$ cat src/rtl/pc_fetch_unit_if.sv
// Instruction-memory fetch channel: the fetch unit drives req/addr,
// memory answers with ack/rdata.
interface pc_fetch_unit_if;
  logic        imem_req;
  logic [31:0] imem_addr;
  logic        imem_ack;
  logic [31:0] imem_rdata;

  modport master (
    output imem_req,
    output imem_addr,
    input  imem_ack,
    input  imem_rdata
  );

  modport slave (
    input  imem_req,
    input  imem_addr,
    output imem_ack,
    output imem_rdata
  );
endinterface

$ cat src/rtl/pc_fetch_unit.sv
// Architectural PC register plus a req/ack instruction fetcher feeding decode.
// An illegal next PC parks the unit in a terminal error state until reset.
module pc_fetch_unit #(
  parameter logic [31:0] RESET_PC   = 32'h0000_3000,
  parameter logic [31:0] IMEM_BASE  = 32'h0000_3000,
  parameter int unsigned IMEM_WORDS = 1024
) (
  input  logic              clk,
  input  logic              reset,
  input  logic [31:0]       npc_in,
  input  logic              advance,
  pc_fetch_unit_if.master   imem,
  output logic [31:0]       pc,
  output logic [31:0]       pc_4,
  output logic [31:0]       instr,
  output logic              instr_valid,
  output logic              addr_err,
  output logic [31:0]       fetch_cnt
);

  localparam logic [31:0] IMEM_LAST = IMEM_BASE + 32'(IMEM_WORDS) * 32'd4 - 32'd4;

  typedef enum logic [1:0] {
    S_IDLE,
    S_REQ,
    S_VALID,
    S_ERR
  } state_t;

  state_t      state;
  state_t      state_nxt;
  logic [31:0] pc_nxt;
  logic [31:0] instr_nxt;
  logic [31:0] cnt_nxt;
  logic        npc_legal;

  assign npc_legal = (npc_in[1:0] == 2'b00) &&
                     (npc_in >= IMEM_BASE)  &&
                     (npc_in <= IMEM_LAST);

  // advance only matters in S_VALID and ack only in S_REQ; elsewhere both are ignored
  always_comb begin
    state_nxt = state;
    pc_nxt    = pc;
    instr_nxt = instr;
    cnt_nxt   = fetch_cnt;
    case (state)
      S_IDLE: begin
        state_nxt = S_REQ;
      end
      S_REQ: begin
        if (imem.imem_ack) begin
          instr_nxt = imem.imem_rdata;
          state_nxt = S_VALID;
        end
      end
      S_VALID: begin
        if (advance) begin
          pc_nxt    = npc_in;
          cnt_nxt   = fetch_cnt + 32'd1;
          state_nxt = npc_legal ? S_REQ : S_ERR;
        end
      end
      S_ERR: begin
        state_nxt = S_ERR;
      end
      default: begin
        state_nxt = S_IDLE;
      end
    endcase
  end

  always_ff @(posedge clk or posedge reset) begin
    if (reset) begin
      state     <= S_IDLE;
      pc        <= RESET_PC;
      instr     <= 32'd0;
      fetch_cnt <= 32'd0;
    end else begin
      state     <= state_nxt;
      pc        <= pc_nxt;
      instr     <= instr_nxt;
      fetch_cnt <= cnt_nxt;
    end
  end

  assign imem.imem_req  = (state == S_REQ);
  assign imem.imem_addr = pc;
  assign instr_valid    = (state == S_VALID);
  assign addr_err       = (state == S_ERR);
  assign pc_4           = pc + 32'd4;

endmodule

$ cat src/flat_wrapper.sv
// flat-port wrapper written by rule: the top's interface ports become plain ports
module pc_fetch_unit_flat 
#(
  parameter logic [31:0] RESET_PC   = 32'h0000_3000,
  parameter logic [31:0] IMEM_BASE  = 32'h0000_3000,
  parameter int unsigned IMEM_WORDS = 1024
)
  (clk, reset, npc_in, advance, pc, pc_4, instr, instr_valid, addr_err, fetch_cnt, imem_imem_req, imem_imem_addr, imem_imem_ack, imem_imem_rdata);
  pc_fetch_unit_if imem_i ();
  input  logic clk;
  input  logic reset;
  input  logic [31:0] npc_in;
  input  logic advance;
  output logic [31:0] pc;
  output logic [31:0] pc_4;
  output logic [31:0] instr;
  output logic instr_valid;
  output logic addr_err;
  output logic [31:0] fetch_cnt;
  output wire logic [$bits(imem_i.imem_req)-1:0] imem_imem_req;
  output wire logic [$bits(imem_i.imem_addr)-1:0] imem_imem_addr;
  input wire logic [$bits(imem_i.imem_ack)-1:0] imem_imem_ack;
  input wire logic [$bits(imem_i.imem_rdata)-1:0] imem_imem_rdata;
  assign imem_imem_req = imem_i.imem_req;
  assign imem_imem_addr = imem_i.imem_addr;
  assign imem_i.imem_ack = imem_imem_ack;
  assign imem_i.imem_rdata = imem_imem_rdata;
  pc_fetch_unit #(.RESET_PC(RESET_PC), .IMEM_BASE(IMEM_BASE), .IMEM_WORDS(IMEM_WORDS)) u_core (.clk(clk), .reset(reset), .npc_in(npc_in), .advance(advance), .imem(imem_i), .pc(pc), .pc_4(pc_4), .instr(instr), .instr_valid(instr_valid), .addr_err(addr_err), .fetch_cnt(fetch_cnt));
endmodule
$ cat config.mk
export PLATFORM = sky130hd
export DESIGN_NAME = pc_fetch_unit_flat
export DESIGN_NICKNAME = d
export VERILOG_FILES = /design/src/rtl/pc_fetch_unit_if.sv /design/src/rtl/pc_fetch_unit.sv /design/src/flat_wrapper.sv
export SDC_FILE = /design/constraint.sdc
export NUM_CORES = 1
export LEC_CHECK = 0
export CAP_MARGIN = 25
export CORE_ASPECT_RATIO = 1.2
export CORE_UTILIZATION = 41
export DETAILED_ROUTE_END_ITERATION = 6
export PLACE_DENSITY = 0.81
export SETUP_SLACK_MARGIN = 0.2
export SYNTH_ARGS = -nofsm -noshare
export SYNTH_HDL_FRONTEND = slang
export SYNTH_SLANG_ARGS = --single-unit
$ cat constraint.sdc
create_clock -name clk -period 4.31 [get_ports clk]
set_input_delay 0.6465 -clock clk [delete_from_list [all_inputs] [get_ports clk]]
set_output_delay 0.6465 -clock clk [all_outputs]
set_load 0.03 [all_outputs]
# --- Word-level counts from Yosys, hierarchy flattened ---
# Index checks and enable logic that the tools add are counted.
# Widths: inputs -> output; s select.
word_totals:
  in_bits: 68
  word_cells: 24
  ff_bits: 98
  out_inout_bits: 163
classes:
  n_eq_ne: 5
  n_reduce_logical: 7
  magnitude_cmp: 2
  addsub: 2
  mux: 4
op_table:
  columns: ["operator", "count"]
  rows:
  - ["$add 32x1->32 const B", 1]
  - ["$add 32x3->32 const B", 1]
  - ["$ge 32x14->1 const B", 1]
  - ["$le 32x14->1 const B", 1]
  - ["$pmux 2 s4", 1]
  - ["$mux 2", 3]
  - ["$reduce_and 2->1", 3]
  - ["$eq 2x2->1 const B", 2]
  - ["$logic_not 2->1", 2]
  - ["$eq 2x1->1 const B", 1]
  - ["$logic_and 1x1->1", 2]
  - ["$ne 2x1->1 const B", 1]
  - ["$ne 2x2->1 const B", 1]

# --- Depth between registers and ports, before layout ---
logic_depth:
  depth_word: 6
  ltp_mapped: 6

# --- Worst setup path before layout ---
# No wires, ideal clock.
synth_timing:
  kind: "reg2out"
  from: "register u_core.pc[2], in the netlist u_core.imem.imem_addr[2]"
  to: "output pc_4[30]"
  stages_incl_launch_ff: 6
  arrival_ps: 2121
  path_buffers: 0
  required_time_ps: 3664
  path_slack_ps: 1543
  cell_sequence: "dfrtp_1 ha_1 nand4_1 nor4_4 nand4_1 xnor2_1"
synth_via:
  elab_chain_cells: 1
synth_rtl:
  columns: ["item", "line_no", "text"]
  rows:
  - ["start: declaration", "pc_fetch_unit.sv:13", "output logic [31:0] pc,"]
  - ["start signal: assignment", "pc_fetch_unit.sv:81", "pc <= pc_nxt;"]
  - ["$add 32x3->32", "pc_fetch_unit.sv:91", "assign pc_4 = pc + 32'd4;"]
  - ["end: declaration", "flat_wrapper.sv:15", "output logic [31:0] pc_4;"]
# No other way between the ends.

# --- Worst setup path after layout ---
layout_timing:
  from: "register u_core.pc[2], in the netlist u_core.imem.imem_addr[2]"
  to: "output pc_4[26]"
# Same word-level chain as after synthesis.

==> flow_summary.yaml <==
floorplan:
  die_x_um: 101
  floorplan.initialDensity_pct: 42.8
  die_y_um: 121
  dieArea_um2: 12200
  io_pins: 231
  core_area_um2: 11200
  rows: 42
sta:
  max_freq_mhz: 285
  slew_headroom_pct: 50.3
  final_max_slew_viol_count: 0
  skew_ns: 0.00748
  timing_hold_violations_final: 0
  period_share_pct: 81.5
  fin_ws_ns: 0.797
  fin_crit_ns: 3.51
  rsz0062_at_grt: "false"
  setup_viol: 0
  tightest_slew_ns: 0.740
  tns_ns: 0
power_and_ir_drop:
  p_sw_share_pct: 35.1
  p_switching_w: 0.00104
  p_comb_share_pct: 36.6
  intPower_w: 0.00192
  vdd.ir_drop.worst_uv: 223
  power_density_nw_per_um2: 404
  power_frac_clock_pct: 24.6
  p_leak_nw: 3.03
  seq_power_share_pct: 38.7
detailed_routing:
  routedWlPerCell_um: 16.7
  drt_iter0_drc: 170
  drc: 0
  drtAntennaViolNets: 0
  drt_wl_total_mm: 12.7
  vias_per_cell: 5.02
  vias: 3793
  dr.pass1.iters: 4
critical_path:
  cp_top_family: "simple AND/OR/NAND/NOR gates"
  crit_type: "reg -> out"
  crit_path_end_kind: "output port"
  slowest_stage: "clkdlybuf4s50_1"
  slowest_delay_ns: 0.69
  crit_top_cell: "nand4_1"
  crit_required_ns: 3.66
  crit_chain: "ha_1, nand4_1, nor4_4, nand4_1, xnor2_1, clkdlybuf4s50_1"
  cp-start-kind: "flip-flop"
  crit_fanout: 8
  worst-path-buf-inv: 1
  arrival_ns: 2.87
finish:
  nets: 668
  area_delta_synth_final_pct: 52.2
  final_util_pct: 65.1
  fillers: 939
  antenna_cells: 0
  final-instance-count-excl-fill: 756
  drive_gt1_share_pct: 15.9
grt:
  grt_pass1_wl_mm: 19.8
  antenna_found_initial: 0
  grtUsageTotal_pct: 21.2
  first_global_vias: 3848
  grt_overflow_total: 0
  grt_max_degree: 63
synthesis:
  yosys.area.top_type_share_pct: 49.9
  synth_edf_count: 0
  synth_cells: 396
  synth_seq_cells: 98
  synth.area.top_cells: "dfrtp_1, mux2_2, xnor2_1, buf_4, nand3_1"
  ys_seq_area_share_pct: 51.0
  synthesis.nets: 466
  ys.flop_type: "dfrtp_1"
  synth_cell_types: 33
  ys_top_cells_by_count: "dfrtp_1, mux2_2, xnor2_1"
  netlist_area_um2: 4810
  synthMostInstantiatedCell: "dfrtp_1"
  yosysTopAreaCell: "dfrtp_1"
  ys_warn_count: 0
  syn_area_per_cell_um2: 12.1
  synthArstFlopShare_pct: 100
clock_network:
  cts.repair.resized: 0
  cts_root_buffer: "clkbuf_16"
  clockBufferDepth: 2
  clock-sinks: 98
  post_cts_buffers: 0
  cts_hold_buffers: 0
  clk_latency_ns: 0.33
  cts_inserted_buffers: 9
  cts_max_level: 3
  cts_tree: "yes"
  clk_pin_slew_ns: 0.07
placement:
  placedCellCount: 741
  dp_hpwl_mm: 9.79
  pre_cts_ws_ns: 1.17
  numPortBuffers: 230
  gp_congestion: 0.831
run_status:
  status: "finished clean"
job:
  drv_cap: 0
hold_path:
  hold_class: "reg -> reg"
[final timing paths]
| path | cells after the start | end | start | slack, ns |
|---|---|---|---|---|
| max | 6 | pc_4[26] | u_core.imem.imem_addr[2] | 0.80 |
| min | 1 | u_core.fetch_cnt[31] | u_core.fetch_cnt[31] | 0.48 |
| max reg2reg | 4 | u_core.fetch_cnt[15] | u_core.state[0] | 2.33 |
| min reg2reg | 1 | u_core.fetch_cnt[31] | u_core.fetch_cnt[31] | 0.48 |
| max in group asynchronous | 4 | u_core.instr[9] | reset | 2.85 |
| min in group asynchronous | 2 | u_core.instr[29] | reset | 0.63 |
[routing by layer]
layer | vias up | part of all wire [%] | global-route usage (%)
met1 | 1846 | 38 | 24.5
li1 | 1760 | - | -
met3 | 31 | 7.1 | 5.72
met5 | - | 0 | 0
met4 | 0 | 3.6 | 9.60
met2 | 156 | 52 | 36.5
[worst reg2reg max path, cell delays in order (launching register included)]
cell      delay [ns]
dfrtp_1         0.47
nand3b_1        0.28
nor4_4          0.73
nand4_1         0.21
xnor2_1         0.18
[logic make-up (layout without fill, tap and decap cells)]
kind of cell | Yosys count | count (layout) | synth area share (%)
buffers and inverters | 50 | 256 | 6.89
AOI/OAI and AO/OA | 3 | 3 | 0.390
muxes | 65 | 65 | 15.2
xor gates and xnor gates | 59 | 59 | 10.7
and+or+nand+nor | 119 | 119 | 15.2
DFF | 98 | 98 | 51.0
adders and majority gates | 2 | 2 | 0.520
[area by class of cell]
type                    instances  area, µm²  share of cell area (%)
flip-flops and latches         98       2450                    33.5
repair buffers                234       2350                    32.1
multi-input cells             248       2020                    27.6
well taps                     154        193                    2.63
clock buffers                  11        243                    3.31
inverters                       7       28.8                   0.393
clock inverters                 4       28.8                   0.393
[layout by cell type, fill, tap and decap left out, types with 2 or more instances in the layout]
| master | count |
|---|---|
| clkbuf_16 | 9 |
| nor2_1 | 9 |
| and3_1 | 10 |
| mux2_2 | 65 |
| nor3_2 | 2 |
| dfstp_2 | 2 |
| clkdlybuf4s50_1 | 230 |
| nor4_1 | 7 |
| ha_1 | 2 |
| xor2_1 | 10 |
| nor3_1 | 4 |
| nor4b_1 | 2 |
| nor2b_1 | 2 |
| buf_4 | 3 |
| clkinvlp_4 | 2 |
| xnor2_1 | 49 |
| and2_1 | 7 |
| nand2_1 | 13 |
| nand4_1 | 22 |
| nor4_4 | 3 |
| dfrtp_1 | 96 |
| nand3b_1 | 2 |
| or2_2 | 2 |
| nand3_1 | 29 |
| inv_1 | 6 |
[through the flow]
step / instance area [µm²] / total power, W / hold WS, ns
6_report: 7320 / 0.00296 / 0.476
5_1_grt: 7320 / 0.00308 / 0.487
4_1_cts: 7320 / 0.00299 / 0.478
3_5_place_dp: 7050 / 0.00225 / 0.469
3_3_place_gp: 7030 / 0.00223 / 0.463
2_1_floorplan: 4810 / 0.00179 / 0.605
[power by group through the flow]
stage          combinational (W)  sequential, W  clock [W]
3_3_place_gp             0.00107        0.00115          0
4_1_cts                  0.00109        0.00115   0.000752
6_report                 0.00108        0.00115   0.000728
2_1_floorplan           0.000446        0.00134          0
3_5_place_dp             0.00109        0.00116          0
5_1_grt                  0.00113        0.00116   0.000788
[sequential cells by signal, indices dropped and copies added (netlist names)]
| register | cells |
|---|---|
| u_core.instr | 32 |
| u_core.imem.imem_addr | 32 |
| u_core.state | 2 |
| u_core.fetch_cnt | 32 |
No activity file was read; power rests on OpenSTA's default activity.
